$ cat src/rtl/sisc_fetch_unit_if.sv
// Bus bundle for the SISC fetch front end: instruction-memory port,
// queue-head handshake toward the control unit, and branch redirect.
// master = the fetch unit, slave = the memory/control side.
interface sisc_fetch_unit_if #(
    parameter int AW = 16,
    parameter int IW = 32
);
    logic          imem_req;
    logic [AW-1:0] imem_addr;
    logic          imem_ack;
    logic [IW-1:0] imem_rdata;
    logic          instr_valid;
    logic [IW-1:0] instr;
    logic [AW-1:0] instr_pc;
    logic          instr_ready;
    logic          br_taken;
    logic          br_sel;
    logic [15:0]   br_imm;
    logic [AW-1:0] fpc;

    modport master (
        output imem_req, imem_addr, instr_valid, instr, instr_pc, fpc,
        input  imem_ack, imem_rdata, instr_ready, br_taken, br_sel, br_imm
    );

    modport slave (
        input  imem_req, imem_addr, instr_valid, instr, instr_pc, fpc,
        output imem_ack, imem_rdata, instr_ready, br_taken, br_sel, br_imm
    );
endinterface

$ cat src/rtl/sisc_fetch_unit.sv
// Decoupled instruction-fetch front end for the SISC core: fetch PC,
// single-outstanding req/ack memory port and a DEPTH-entry {pc, instr}
// prefetch queue with registered head outputs.
// Optional build macro SISC_FETCH_STATS_EN adds saturating statistics
// counters (stat_fetched, stat_flushes, stat_discards).
//
// state | meaning
// IDLE  | no request; waiting for queue space
// REQ   | request at fpc outstanding; ack pushes into the queue
// DRAIN | redirected while a request was pending; next ack is dropped
module sisc_fetch_unit #(
    parameter int AW    = 16,
    parameter int IW    = 32,
    parameter int DEPTH = 4
) (
    input  logic clk,
    input  logic rst_f,
`ifdef SISC_FETCH_STATS_EN
    output logic [31:0] stat_fetched,
    output logic [15:0] stat_flushes,
    output logic [15:0] stat_discards,
`endif
    sisc_fetch_unit_if.master bus
);
    localparam int PW = $clog2(DEPTH);
    localparam int CW = PW + 1;

    typedef enum logic [1:0] {IDLE, REQ, DRAIN} state_t;

    state_t           state_q, state_d;
    logic [AW-1:0]    fpc_q, fpc_d;
    logic [AW-1:0]    addr_q, addr_d;
    logic             req_q;
    logic [CW-1:0]    count_q, count_d;
    logic [PW-1:0]    rd_q, rd_d, wr_q, wr_d;
    logic [AW+IW-1:0] mem_q [DEPTH];
    logic             valid_q, valid_d;
    logic [IW-1:0]    instr_q, instr_d;
    logic [AW-1:0]    ipc_q, ipc_d;

    logic [AW-1:0]    imm_ext;
    logic [AW-1:0]    target;
    logic             redirect, push, pop, head_bypass;

    if (AW > 16) begin : g_sext
        assign imm_ext = {{(AW-16){bus.br_imm[15]}}, bus.br_imm};
    end else begin : g_trunc
        assign imm_ext = bus.br_imm[AW-1:0];
    end

    // Relative targets are taken from the registered head pc, wrapping mod 2^AW.
    assign target   = bus.br_sel ? imm_ext : ipc_q + AW'(1) + imm_ext;
    assign redirect = bus.br_taken;
    assign pop      = valid_q & bus.instr_ready & ~redirect;
    assign push     = (state_q == REQ) & bus.imem_ack & ~redirect;
    // The new head is the word being pushed when the queue is (or becomes) empty.
    assign head_bypass = push & (count_q == CW'(pop));

    // Next-state for fetch PC, queue pointers, FSM and registered head.
    always_comb begin
        fpc_d   = fpc_q;
        count_d = count_q;
        rd_d    = rd_q;
        wr_d    = wr_q;
        if (redirect) begin
            fpc_d   = target;
            count_d = '0;
            rd_d    = '0;
            wr_d    = '0;
        end else begin
            count_d = count_q + CW'(push) - CW'(pop);
            if (push) begin
                fpc_d = fpc_q + AW'(1);
                wr_d  = wr_q + PW'(1);
            end
            if (pop) begin
                rd_d = rd_q + PW'(1);
            end
        end

        state_d = state_q;
        unique case (state_q)
            IDLE:    if (!redirect && count_q < CW'(DEPTH)) state_d = REQ;
            REQ: begin
                if (bus.imem_ack) state_d = (count_d < CW'(DEPTH)) ? REQ : IDLE;
                else if (redirect) state_d = DRAIN;
            end
            DRAIN:   if (bus.imem_ack) state_d = REQ;
            default: state_d = IDLE;
        endcase

        // A request in flight never changes address; a fresh one uses the new fpc.
        addr_d = (state_d == REQ) ? fpc_d : addr_q;

        valid_d = (count_d != '0);
        instr_d = instr_q;
        ipc_d   = ipc_q;
        if (valid_d) begin
            if (head_bypass) begin
                ipc_d   = fpc_q;
                instr_d = bus.imem_rdata;
            end else begin
                {ipc_d, instr_d} = mem_q[rd_d];
            end
        end
    end

    // FSM, fetch PC, queue control and registered outputs.
    always_ff @(posedge clk) begin
        if (rst_f) begin
            state_q <= IDLE;
            fpc_q   <= '0;
            addr_q  <= '0;
            req_q   <= 1'b0;
            count_q <= '0;
            rd_q    <= '0;
            wr_q    <= '0;
            valid_q <= 1'b0;
            instr_q <= '0;
            ipc_q   <= '0;
        end else begin
            state_q <= state_d;
            fpc_q   <= fpc_d;
            addr_q  <= addr_d;
            req_q   <= (state_d != IDLE);
            count_q <= count_d;
            rd_q    <= rd_d;
            wr_q    <= wr_d;
            valid_q <= valid_d;
            instr_q <= instr_d;
            ipc_q   <= ipc_d;
        end
    end

    // Queue storage; entries are only meaningful below count, so no reset.
    always_ff @(posedge clk) begin
        if (push) begin
            mem_q[wr_q] <= {fpc_q, bus.imem_rdata};
        end
    end

    assign bus.imem_req    = req_q;
    assign bus.imem_addr   = addr_q;
    assign bus.instr_valid = valid_q;
    assign bus.instr       = instr_q;
    assign bus.instr_pc    = ipc_q;
    assign bus.fpc         = fpc_q;

`ifdef SISC_FETCH_STATS_EN
    logic [31:0] fetched_q;
    logic [15:0] flushes_q;
    logic [15:0] discards_q;
    logic        discard;

    assign discard = bus.imem_ack & ((state_q == DRAIN) | ((state_q == REQ) & redirect));

    // Saturating event counters.
    always_ff @(posedge clk) begin
        if (rst_f) begin
            fetched_q  <= '0;
            flushes_q  <= '0;
            discards_q <= '0;
        end else begin
            if (push && fetched_q != '1)     fetched_q  <= fetched_q + 32'd1;
            if (redirect && flushes_q != '1) flushes_q  <= flushes_q + 16'd1;
            if (discard && discards_q != '1) discards_q <= discards_q + 16'd1;
        end
    end

    assign stat_fetched  = fetched_q;
    assign stat_flushes  = flushes_q;
    assign stat_discards = discards_q;
`endif
endmodule
$ cat src/flat_wrapper.sv
// flat-port wrapper written by rule: the top's interface ports become plain ports
module sisc_fetch_unit_flat 
#(
    parameter int AW    = 16,
    parameter int IW    = 32,
    parameter int DEPTH = 4
)
  (clk, rst_f, bus_imem_req, bus_imem_addr, bus_instr_valid, bus_instr, bus_instr_pc, bus_fpc, bus_imem_ack, bus_imem_rdata, bus_instr_ready, bus_br_taken, bus_br_sel, bus_br_imm);
  sisc_fetch_unit_if #(.AW(AW), .IW(IW)) bus_i ();
  input  logic clk;
  input  logic rst_f;
  output wire logic [$bits(bus_i.imem_req)-1:0] bus_imem_req;
  output wire logic [$bits(bus_i.imem_addr)-1:0] bus_imem_addr;
  output wire logic [$bits(bus_i.instr_valid)-1:0] bus_instr_valid;
  output wire logic [$bits(bus_i.instr)-1:0] bus_instr;
  output wire logic [$bits(bus_i.instr_pc)-1:0] bus_instr_pc;
  output wire logic [$bits(bus_i.fpc)-1:0] bus_fpc;
  input wire logic [$bits(bus_i.imem_ack)-1:0] bus_imem_ack;
  input wire logic [$bits(bus_i.imem_rdata)-1:0] bus_imem_rdata;
  input wire logic [$bits(bus_i.instr_ready)-1:0] bus_instr_ready;
  input wire logic [$bits(bus_i.br_taken)-1:0] bus_br_taken;
  input wire logic [$bits(bus_i.br_sel)-1:0] bus_br_sel;
  input wire logic [$bits(bus_i.br_imm)-1:0] bus_br_imm;
  assign bus_imem_req = bus_i.imem_req;
  assign bus_imem_addr = bus_i.imem_addr;
  assign bus_instr_valid = bus_i.instr_valid;
  assign bus_instr = bus_i.instr;
  assign bus_instr_pc = bus_i.instr_pc;
  assign bus_fpc = bus_i.fpc;
  assign bus_i.imem_ack = bus_imem_ack;
  assign bus_i.imem_rdata = bus_imem_rdata;
  assign bus_i.instr_ready = bus_instr_ready;
  assign bus_i.br_taken = bus_br_taken;
  assign bus_i.br_sel = bus_br_sel;
  assign bus_i.br_imm = bus_br_imm;
  sisc_fetch_unit #(.AW(AW), .IW(IW), .DEPTH(DEPTH)) u_core (.clk(clk), .rst_f(rst_f), .bus(bus_i));
endmodule
$ cat config.mk
export PLATFORM = sky130hd
export DESIGN_NAME = sisc_fetch_unit_flat
export DESIGN_NICKNAME = d
export VERILOG_FILES = /design/src/rtl/sisc_fetch_unit_if.sv /design/src/rtl/sisc_fetch_unit.sv /design/src/flat_wrapper.sv
export SDC_FILE = /design/constraint.sdc
export NUM_CORES = 1
export LEC_CHECK = 0
export CAP_MARGIN = 20
export CORE_UTILIZATION = 40
export DETAILED_ROUTE_END_ITERATION = 12
export PLACE_DENSITY = 0.64
export REMOVE_ABC_BUFFERS = 1
export SETUP_SLACK_MARGIN = 0.3
export SYNTH_ARGS = -nofsm -noshare
export SYNTH_HDL_FRONTEND = slang
export SYNTH_SLANG_ARGS = --single-unit
$ cat constraint.sdc
create_clock -name clk -period 5.25 [get_ports clk]
set_input_delay 0.7875 -clock clk [delete_from_list [all_inputs] [get_ports clk]]
set_output_delay 0.7875 -clock clk [all_outputs]
set_load 0.02 [all_outputs]
# Word-level counts from Yosys, hierarchy flattened
# Memory sizes are Yosys's and may differ from the RTL's.
# Cells that the tools add are included.
# word_totals
memories	1
regBits	91
out_inout_bits	82
ramBits	192
inputBits	54
word_cells	52
# classes
n_addsub	7
bitwise	6
magnitude_cmp	2
muxes	16
reduce_logical	6
eq_ne	4
# memory_table
name	depth	word_bits	rd	rd_ports_with_merged_regs	write_ports	line	source
u_core.mem_q	4	48	1	0	1	sisc_fetch_unit.sv:36	logic [AW+IW-1:0] mem_q [DEPTH];
# ops
operator	count
two-way mux 16 bit	4
adder 16 x 1 -> 16 bit, second input constant	2
two-way mux 32 bit	1
adder 16 bit	1
two-way mux 2 bit	6
< comparator 3 bit, second input constant	2
case mux 2 bit (3 select lines)	1
AND 1 bit	5
adder 2 x 1 -> 2 bit, second input constant	2
equality test 2 x 1 -> 1 bit, second input constant	2
adder 3 x 1 -> 3 bit	1
equality test 3 x 1 -> 1 bit	1
two-way mux 1 bit	3
two-way mux 3 bit	1
nonzero test 3 bit	1
subtractor 3 x 1 -> 3 bit	1
equality test 2 bit, second input constant	1
zero test 2 bit	1
nonzero test 2 bit	1
OR reduction 2 bit	1
logical AND 1 bit	1
zero test 1 bit	1
inverter 1 bit	1

# Depth between registers and ports, before layout
# Gate-level depths: netlist of the first run.
# depth
ltp_word	11
ltp_mapped	13
mapped_depth_nobuf	12

# Worst setup path after synthesis of the first run
# No wires, ideal clock.
# synth_timing
path_type	input to register
startpoint	input bus_br_taken
endpoint	register u_core.ipc_q[2], in the netlist u_core.bus.instr_pc[2]
setup_slack_ns	1.935
setup_time_ns	0.116
t_required_ns	5.134
n_path_buf	2
arrival_time_ns	3.200
path_stages	13
path_cell_list	and3b_1 > ha_1 > inv_1 > ha_1 > inv_1 > fa_1 > xnor3_1 > a31oi_1 > nor2_1 > clkbuf_1 > clkbuf_1 > a22o_1 > a31o_1
# synth_via
elab_chain_len	6
word_cells_on_any_way	13
cone_classes	add/sub: 2; eq/ne: 1; mux: 4; bitwise: 4; reduce/logical: 1; memory: 1
# synth_lines
item	line	source
start: declaration	flat_wrapper.sv:21	input wire logic [$bits(bus_i.br_taken)-1:0] bus_br_taken;
inverter 1 bit	sisc_fetch_unit.sv:54, sisc_fetch_unit.sv:55	
AND 1 bit (on tied branches)	sisc_fetch_unit.sv:55, sisc_fetch_unit.sv:54	
adder 3 x 1 -> 3 bit / two-way mux 2 bit (equally long branches)	sisc_fetch_unit.sv:71, sisc_fetch_unit.sv:76	
subtractor 3 x 1 -> 3 bit / two-way mux 2 bit (equally long branches)	sisc_fetch_unit.sv:71, sisc_fetch_unit.sv:65	
two-way mux 3 bit / memory read (4 x 48 bit) (equally long branches)	n/a	
nonzero test 3 bit / two-way mux 16 bit (equally long branches)	sisc_fetch_unit.sv:95, sisc_fetch_unit.sv:99	
end signal: assignment	sisc_fetch_unit.sv:131	ipc_q <= ipc_d;
end: declaration	sisc_fetch_unit.sv:39	logic [AW-1:0] ipc_q, ipc_d;
# Several ways; a longest one is shown, not always the timed one.
# A chain may end at the register's enable or synchronous reset.

# Final worst setup path of the first run
# layout_timing
startpoint	input bus_br_taken
endpoint	register u_core.instr_q[21], in the netlist u_core.bus.instr[21]
# layout_via
elab_chain_len	6
word_cells_on_any_way	13
cone_classes	add/sub: 2; eq/ne: 1; mux: 4; bitwise: 4; reduce/logical: 1; memory: 1
# layout_lines
item	line	source
inverter 1 bit	sisc_fetch_unit.sv:54, sisc_fetch_unit.sv:55	
AND 1 bit (on tied branches)	sisc_fetch_unit.sv:55, sisc_fetch_unit.sv:54	
adder 3 x 1 -> 3 bit / two-way mux 2 bit (equally long branches)	sisc_fetch_unit.sv:71, sisc_fetch_unit.sv:76	
subtractor 3 x 1 -> 3 bit / two-way mux 2 bit (equally long branches)	sisc_fetch_unit.sv:71, sisc_fetch_unit.sv:65	
two-way mux 3 bit / memory read (4 x 48 bit) (equally long branches)	n/a	
nonzero test 3 bit / two-way mux 32 bit (equally long branches)	sisc_fetch_unit.sv:95, sisc_fetch_unit.sv:99	
end signal: assignment	sisc_fetch_unit.sv:130	instr_q <= instr_d;
end: declaration	sisc_fetch_unit.sv:38	logic [IW-1:0] instr_q, instr_d;
# Several ways; a longest one is shown, not always the timed one.

==> results of run 1 <==
## cells in the final DEF, fill, tap and decap left out, drive strengths merged, types with 4 or more instances in the layout
cell / instances
clkinv: 6
inv: 18
and3: 8
a31o: 49
xnor2: 11
or3: 5
nand2b: 12
bufinv: 4
o32ai: 7
nand3: 9
or4: 4
ha: 22
a22o: 48
nand2: 38
nor2: 32
o21a: 4
a211oi: 5
edfxtp: 192
mux4: 48
xor2: 8
a31oi: 6
nor3: 22
nor4: 7
a21oi: 19
clkbuf: 42
clkdlybuf4s50: 134
a21o: 6
o21ai: 21
nor2b: 9
buf: 18
dfxtp: 91
## cell families (layout without fill, tap and decap cells)
| group | count (synthesis) | in the layout | synth area share [%] |
|---|---|---|---|
| xor gates and xnor gates | 20 | 20 | 1.658 |
| DFF | 283 | 283 | 64.02 |
| muxes | 51 | 51 | 9.386 |
| and+or+nand+nor | 163 | 163 | 7.264 |
| AOI/OAI and AO/OA | 191 | 191 | 12.56 |
| buffers and inverters | 66 | 223 | 2.449 |
| adders and majority gates | 24 | 24 | 2.660 |
## stage by stage
| step | area, µm² | util, % | setup WS, ps | TNS [ps] | power [mW] |
|---|---|---|---|---|---|
| after global placement | 13630 | 47.12 | 948.3 | 0 | 2.943 |
| after global routing | 14630 | 50.58 | 1238 | 0 | 5.204 |
| after detailed placement | 13630 | 47.12 | 859.7 | 0 | 2.947 |
| after CTS | 14630 | 50.58 | 1430 | 0 | 5.087 |
| final | 14630 | 50.58 | 1478 | 0 | 5.036 |
| after floorplan | 11620 | - | -442.4 | -20650 | 2.721 |
## critical path, cell delays in order
cell,delay [ps]
clkdlybuf4s50_1,510
and3b_1,250
ha_1,290
inv_1,70
ha_1,140
inv_1,50
fa_1,370
xnor3_1,260
a31oi_1,180
nor2_4,590
buf_4,450
a22o_1,200
a31o_1,100
## final cells by class
class                   count  area, µm²  share of cell area, %
well taps                 384      480.5                  3.283
multi-input cells         449       4016                  27.45
clock inverters            12      175.2                  1.197
repair buffers            152       1486                  10.16
flip-flops and latches    283       7587                  51.85
clock buffers              42      824.5                  5.634
inverters                  17      63.81                 0.4360
## power by group through the flow
stage / clock [mW] / combinational [mW] / sequential (mW)
after detailed placement: 0 / 0.411 / 2.54
after global placement: 0 / 0.407 / 2.54
final: 2.14 / 0.411 / 2.49
after floorplan: 0 / 0.161 / 2.56
after CTS: 2.18 / 0.413 / 2.49
after global routing: 2.26 / 0.444 / 2.50
## registers in the layout, indices dropped and copies added (netlist names), 2 cells and up
register              count
u_core.mem_q            192
u_core.bus.instr_pc      16
u_core.count_q            3
u_core.bus.fpc           16
u_core.bus.imem_addr     16
u_core.rd_q               2
u_core.bus.instr         32
u_core.state_q            2
u_core.wr_q               2
## per-layer routing
layer	wire length [µm]	track usage (%)	vias up
met3	1773	2.953	45
li1	-	-	3446
met1	12470	26.49	3711
met4	680	5.409	0
met2	13770	31.27	271
met5	0	0	-
## final timing paths
| kind | startpoint | endpoint | slack, ps | cells after the start |
|---|---|---|---|---|
| worst max register to register | u_core.bus.instr_valid | u_core.bus.instr[21] | 1780 | 12 |
| worst max-delay path | bus_br_taken | u_core.bus.instr[21] | 1480 | 13 |
| worst min-delay path | u_core.bus.imem_addr[0] | u_core.bus.imem_addr[0] | 470 | 2 |
| worst min register to register | u_core.bus.imem_addr[0] | u_core.bus.imem_addr[0] | 470 | 2 |
==> summary.txt, run 1 <==
Power
  • Reg power frac: 49.4%
  • Worst vdd ir: ~0.25 mV
  • NetSw: around 1.1 mW
  • Internal power: slightly below 4 mW
  • Pwr per Cell Area: 344.1 nW/µm²
  • Net Sw Frac: between 20% and 30%
  • Clock share of power: between 40% and 50%
  • Comb pwr share: under 10%
  • LEAKAGE: between 4 and 5 nW

Timing
  • Final Setup Violations: 0
  • Tmin final: between 3000 and 4000 ps
  • RSZ-0062 raised after global routing: no
  • Worst slew pin tran: 885.1 ps
  • Skew final: approximately 12 ps
  • Total count of hold-check failures in the final report: 0
  • Fmax: between 200 and 300 MHz
  • Slew HR: between 40 and 50%
  • Final period utilization: a little under three quarters
  • Hold_ws: between 400 and 500 ps
  • Fin. max-slew vios: 0

Setup path
  • Crit path launch type: input port
  • Crit path max fanout: 27
  • Arrival time of the worst setup path: 4270 ps
  • Critical path class: input port to flop
  • Worst EP required: between 5000 and 6000 ps
  • Setup crit end kind: flop

Job
  • Max cap viols: 0

Clock tree
  • CTS sink cnt: between 200 and 300
  • Clock slew at the register clock pins of the worst setup and hold paths: roughly 60 ps
  • Hold_buf cts: 0
  • Root buf cell: clkbuf_16
  • Clk_lat worst skew: ~560 ps
  • Clock buffer depth: 3
  • Setup Fix Bufs, Post-CTS: 0
  • TritonCTS Buffers: 29
  • H-tree levels: 1
  • Post-CTS sizing: 0
  • CTS tree: built

Cells and area
  • Antenna Diode Count: 0
  • Layout cells sized above 1: 16.54%
  • Area grow syn2layout: 23.48%
  • Nets@finish: a little over 1000
  • FILL cells: about 2400
  • Non-filler cells, final: approximately 1300

Die
  • Area of the core: a little under 30000 µm²
  • Die Span Y: between 150 and 200 µm
  • Die Width: ~170 µm
  • Initial core utilization: 40.96%
  • DIE AREA: approximately 30000 µm²
  • IO Count: between 100 and 150
  • Rows: 62

Synthesis
  • Yosys Warn Count: 0
  • Cell with the most instances after synthesis: edfxtp_1
  • Asr flop ratio synth: 0%
  • Top-area cell type share of the netlist area: 48.65%
  • Seq/Total Area, Yosys: between 60% and 70%
  • Synth top area cells: edfxtp_1, dfxtp_1, mux4_2
  • Mapped Avg Cell Area: between 10 and 15 µm²
  • EDFF count, synth: about 190
  • Mapped Cells: 798
  • Flops & latches, synth: 283
  • Most common library cells after synthesis: edfxtp_1, dfxtp_1, a22o_1, mux4_2, nand2_1
  • Unique masters post-synth: between 60 and 70
  • Cell Area, Synth: roughly 12000 µm²
  • Post-synth top flop: edfxtp_1
  • Cell taking the most area after synthesis: edfxtp_1

Route
  • WL/cell: 21.43 µm
  • WL final: approximately 29000 µm
  • First DRT Iteration DRCs: 700
  • First-pass DRT Iterations: 5
  • Via count: about 7500
  • ANT nets after route: 0
  • Vias per cell: 5.581
  • Post-route DRC: 0

Global route
  • First-pass GRT wire length: between 40000 and 50000 µm
  • Initial antenna violation count: 0
  • Total track usage: 19.14%
  • GR Overflow Total: 0
  • Vias in the first global route: between 7000 and 8000
  • Pin count of the biggest net entering global routing: 50

Run status
  • Status: complete, no violations

Placement
  • Placed cell count: ~1300
  • Port bufs: ~140
  • Hpwl dp: between 15000 and 20000 µm
  • Placer Congestion: 0.8649

Worst hold path
  • Min-Delay Path Class: flop to flop
Note: power is estimated with default switching activity, not from simulation.
==> inputs of run 2 (changes only) <==
clock period = 3.5 ns   (was 5.25 ns; I/O delays follow)
==> run 2 against run 1 <==
Against the previous run:
- sequential power up 50%
- count of clock-buffer cells in the layout up 2
- critical path type unchanged
- total power up 49%
- register-to-register slack worse by 1300 ps
==> summary.txt, run 2 (synthesized netlist as in run 1, its figures left out) <==
Setup path
  • Critical Path, Cell by Cell: clkdlybuf4s50_1 > and3b_1 > ha_1 > inv_1 > ha_1 > inv_1 > fa_1 > xnor3_1 > a31oi_1 > buf_4 > nor3b_4 > buf_12 > a22o_1 > a31o_1
  • Cells on worst reg2reg path: 13 (+1)
  • WP depth: 14 (+1)
  • Critical path class: input port to flop
  • R2r setup slk: 500 ps (-1280 ps)
  • Worst EP required: 4000 ps (-1750 ps)
  • Setup crit end kind: flop
  • CP max stage cell: clkdlybuf4s50_1
  • Crit path to: u_core.bus.instr_pc[0]
  • Top delay family on crit path: buffers and inverters
  • Setup crit start: bus_br_taken
  • Max incr delay on CP: 490 ps (-100 ps)
  • Crit path launch type: input port
  • Crit path max fanout: 48 (+78%)
  • WP buf/inv: 5 (+1)
  • Capturing point of the worst reg2reg path: u_core.bus.instr_pc[0]
  • Critical R2R Launch: u_core.bus.instr_valid
  • Arrival time of the worst setup path: 3510 ps (-760 ps)

Route
  • Vias per cell: 5.556 (-0.44%)
  • ANT nets after route: 0 (unchanged)
  • Via count: 7512 (+0.52%)
  • First-pass DRT Iterations: 5 (unchanged)
  • WL final: 28460 µm (-0.80%)
  • WL/cell: 21.05 µm (-1.8%)
  • First DRT Iteration DRCs: 528 (-25%)
  • Post-route DRC: 0 (unchanged)

Cells and area
  • Most frequent cells in the layout: edfxtp_1, clkdlybuf4s50_1, dfxtp_1
  • Cell area after layout: 14850 µm² (+1.5%)
  • FILL cells: 2433 (unchanged)
  • Largest register by flop count: u_core.mem_q
  • Nets@finish: 1022 (+1.2%)
  • Layout cells sized above 1: 17.67% (+1.1 points)
  • Most common cell after layout, fill and taps aside: edfxtp_1
  • Area grow syn2layout: 25.27%
  • Core Util, Final: 51.31% (+0.74 points)
  • Antenna Diode Count: 0 (unchanged)
  • Max reg flops: 192 (unchanged)

Timing
  • Final worst slack: 487.6 ps (-990.6 ps)
  • Tmin final: between 3000 and 4000 ps
  • Fmax: 332.0 MHz
  • Slew HR: 57.35% (+16 points)
  • Worst slew pin tran: 639.8 ps (-245.3 ps)
  • Final period utilization: a little under nine tenths
  • Final Setup Violations: 0 (unchanged)
  • Total count of hold-check failures in the final report: 0 (unchanged)
  • Skew final: 21.21 ps (+9.306 ps)
  • RSZ-0062 raised after global routing: no
  • Fin. max-slew vios: 0 (unchanged)

Die
  • Die Width: 174.1 µm (unchanged)
  • DIE AREA: 30320 µm² (unchanged)
  • IO Count: 136 (unchanged)
  • Rows: 62 (unchanged)
  • Initial core utilization: 40.96% (unchanged)
  • Area of the core: 28940 µm² (unchanged)
  • Die Span Y: 174.1 µm (unchanged)

Global route
  • Vias in the first global route: 7558 (-0.26%)
  • Pin count of the biggest net entering global routing: 49 (-2.0%)
  • First-pass GRT wire length: 44250 µm (-0.93%)
  • Total track usage: 18.88% (-0.25 points)
  • Initial antenna violation count: 0 (unchanged)
  • GR Overflow Total: 0 (unchanged)

Clock tree
  • Hold_buf cts: 0 (unchanged)
  • CTS tree: built
  • Root buf cell: clkbuf_16
  • CTS sink cnt: 283 (unchanged)
  • H-tree levels: 1 (unchanged)
  • Clock slew at the register clock pins of the worst setup and hold paths: 60 ps (about the same)
  • TritonCTS Buffers: 30 (+3.4%)
  • Clock buffer depth: 3 (unchanged)
  • Clk_lat worst skew: 570 ps (about the same)
  • Setup Fix Bufs, Post-CTS: 0 (unchanged)
  • Post-CTS sizing: 0 (unchanged)

Placement
  • Pre-CTS WS: -98.84 ps (-958.5 ps)
  • DP Area: 13840 µm² (+1.5%)
  • Placer Congestion: 0.8262 (-4.5%)
  • Port bufs: 135 (unchanged)
  • Hpwl dp: 17430 µm (-2.6%)

Power
  • Design Power: 7.524 mW (+49%)
  • Pwr per Cell Area: 506.8 nW/µm² (+47%)
  • Worst vdd ir: 0.3282 mV (+31%)
  • LEAKAGE: 5.080 nW (+1.7%)

Run status
  • Status: complete, no violations

Job
  • Max cap viols: 0 (unchanged)

Worst hold path
  • Min-Delay Path Class: input port to flop
-- run 2: cell type report --
class	count	area, µm²	area share [%]
Inverter	17	63.81	0.4298
Multi-Input combinational cell	449	4016	27.05
Sequential cell	283	7587	51.10
Clock buffer	44	853.3	5.748
Clock inverter	12	151.4	1.020
Timing Repair Buffer	163	1694	11.41
Tap cell	384	480.5	3.236
-- run 2: worst min path at each step --
stage	from	cells after the start	end	slack, ps
2_1_floorplan	u_core.state_q[1]	2	u_core.state_q[1]	510
3_3_place_gp	u_core.bus.imem_addr[0]	2	u_core.bus.imem_addr[0]	450
3_5_place_dp	u_core.bus.imem_addr[5]	2	u_core.bus.imem_addr[5]	450
4_1_cts	rst_f	2	u_core.count_q[0]	380
5_1_grt	rst_f	2	u_core.count_q[0]	420
6_report	rst_f	2	u_core.count_q[0]	400
-- run 2: metrics by stage --
stage	hold slack, ps	TNS, ps	cells
floorplan	510.3	-92530	749
global placement	451.7	-1211	1296
global route	418.8	0	1352
CTS	382.8	0	1352
detailed placement	449.5	-4115	1296
finish	403.8	0	1352
-- run 2: worst register-to-register path: stages (launching register included) --
cell     delay (ps)
dfxtp_1         440
and3b_1         260
ha_1            240
inv_1            70
ha_1            140
inv_1            50
fa_1            370
xnor3_1         220
a31oi_1         180
buf_4           160
nor3b_4         220
buf_12          300
a22o_1          180
a31o_1          110
-- run 2: where the power goes --
group          total [mW]  switching (mW)  internal [mW]
Combinational       0.643           0.342          0.301
Sequential           3.73          0.0845           3.65
Clock                3.15            1.29           1.85
-- run 2: layer usage --
layer | track usage, % | wire (µm) | vias to the layer above
met5 | 0 | 0 | -
met2 | 31.18 | 13770 | 209
li1 | - | - | 3465
met4 | 5.519 | 699 | 0
met3 | 2.734 | 1217 | 43
met1 | 25.90 | 12780 | 3795
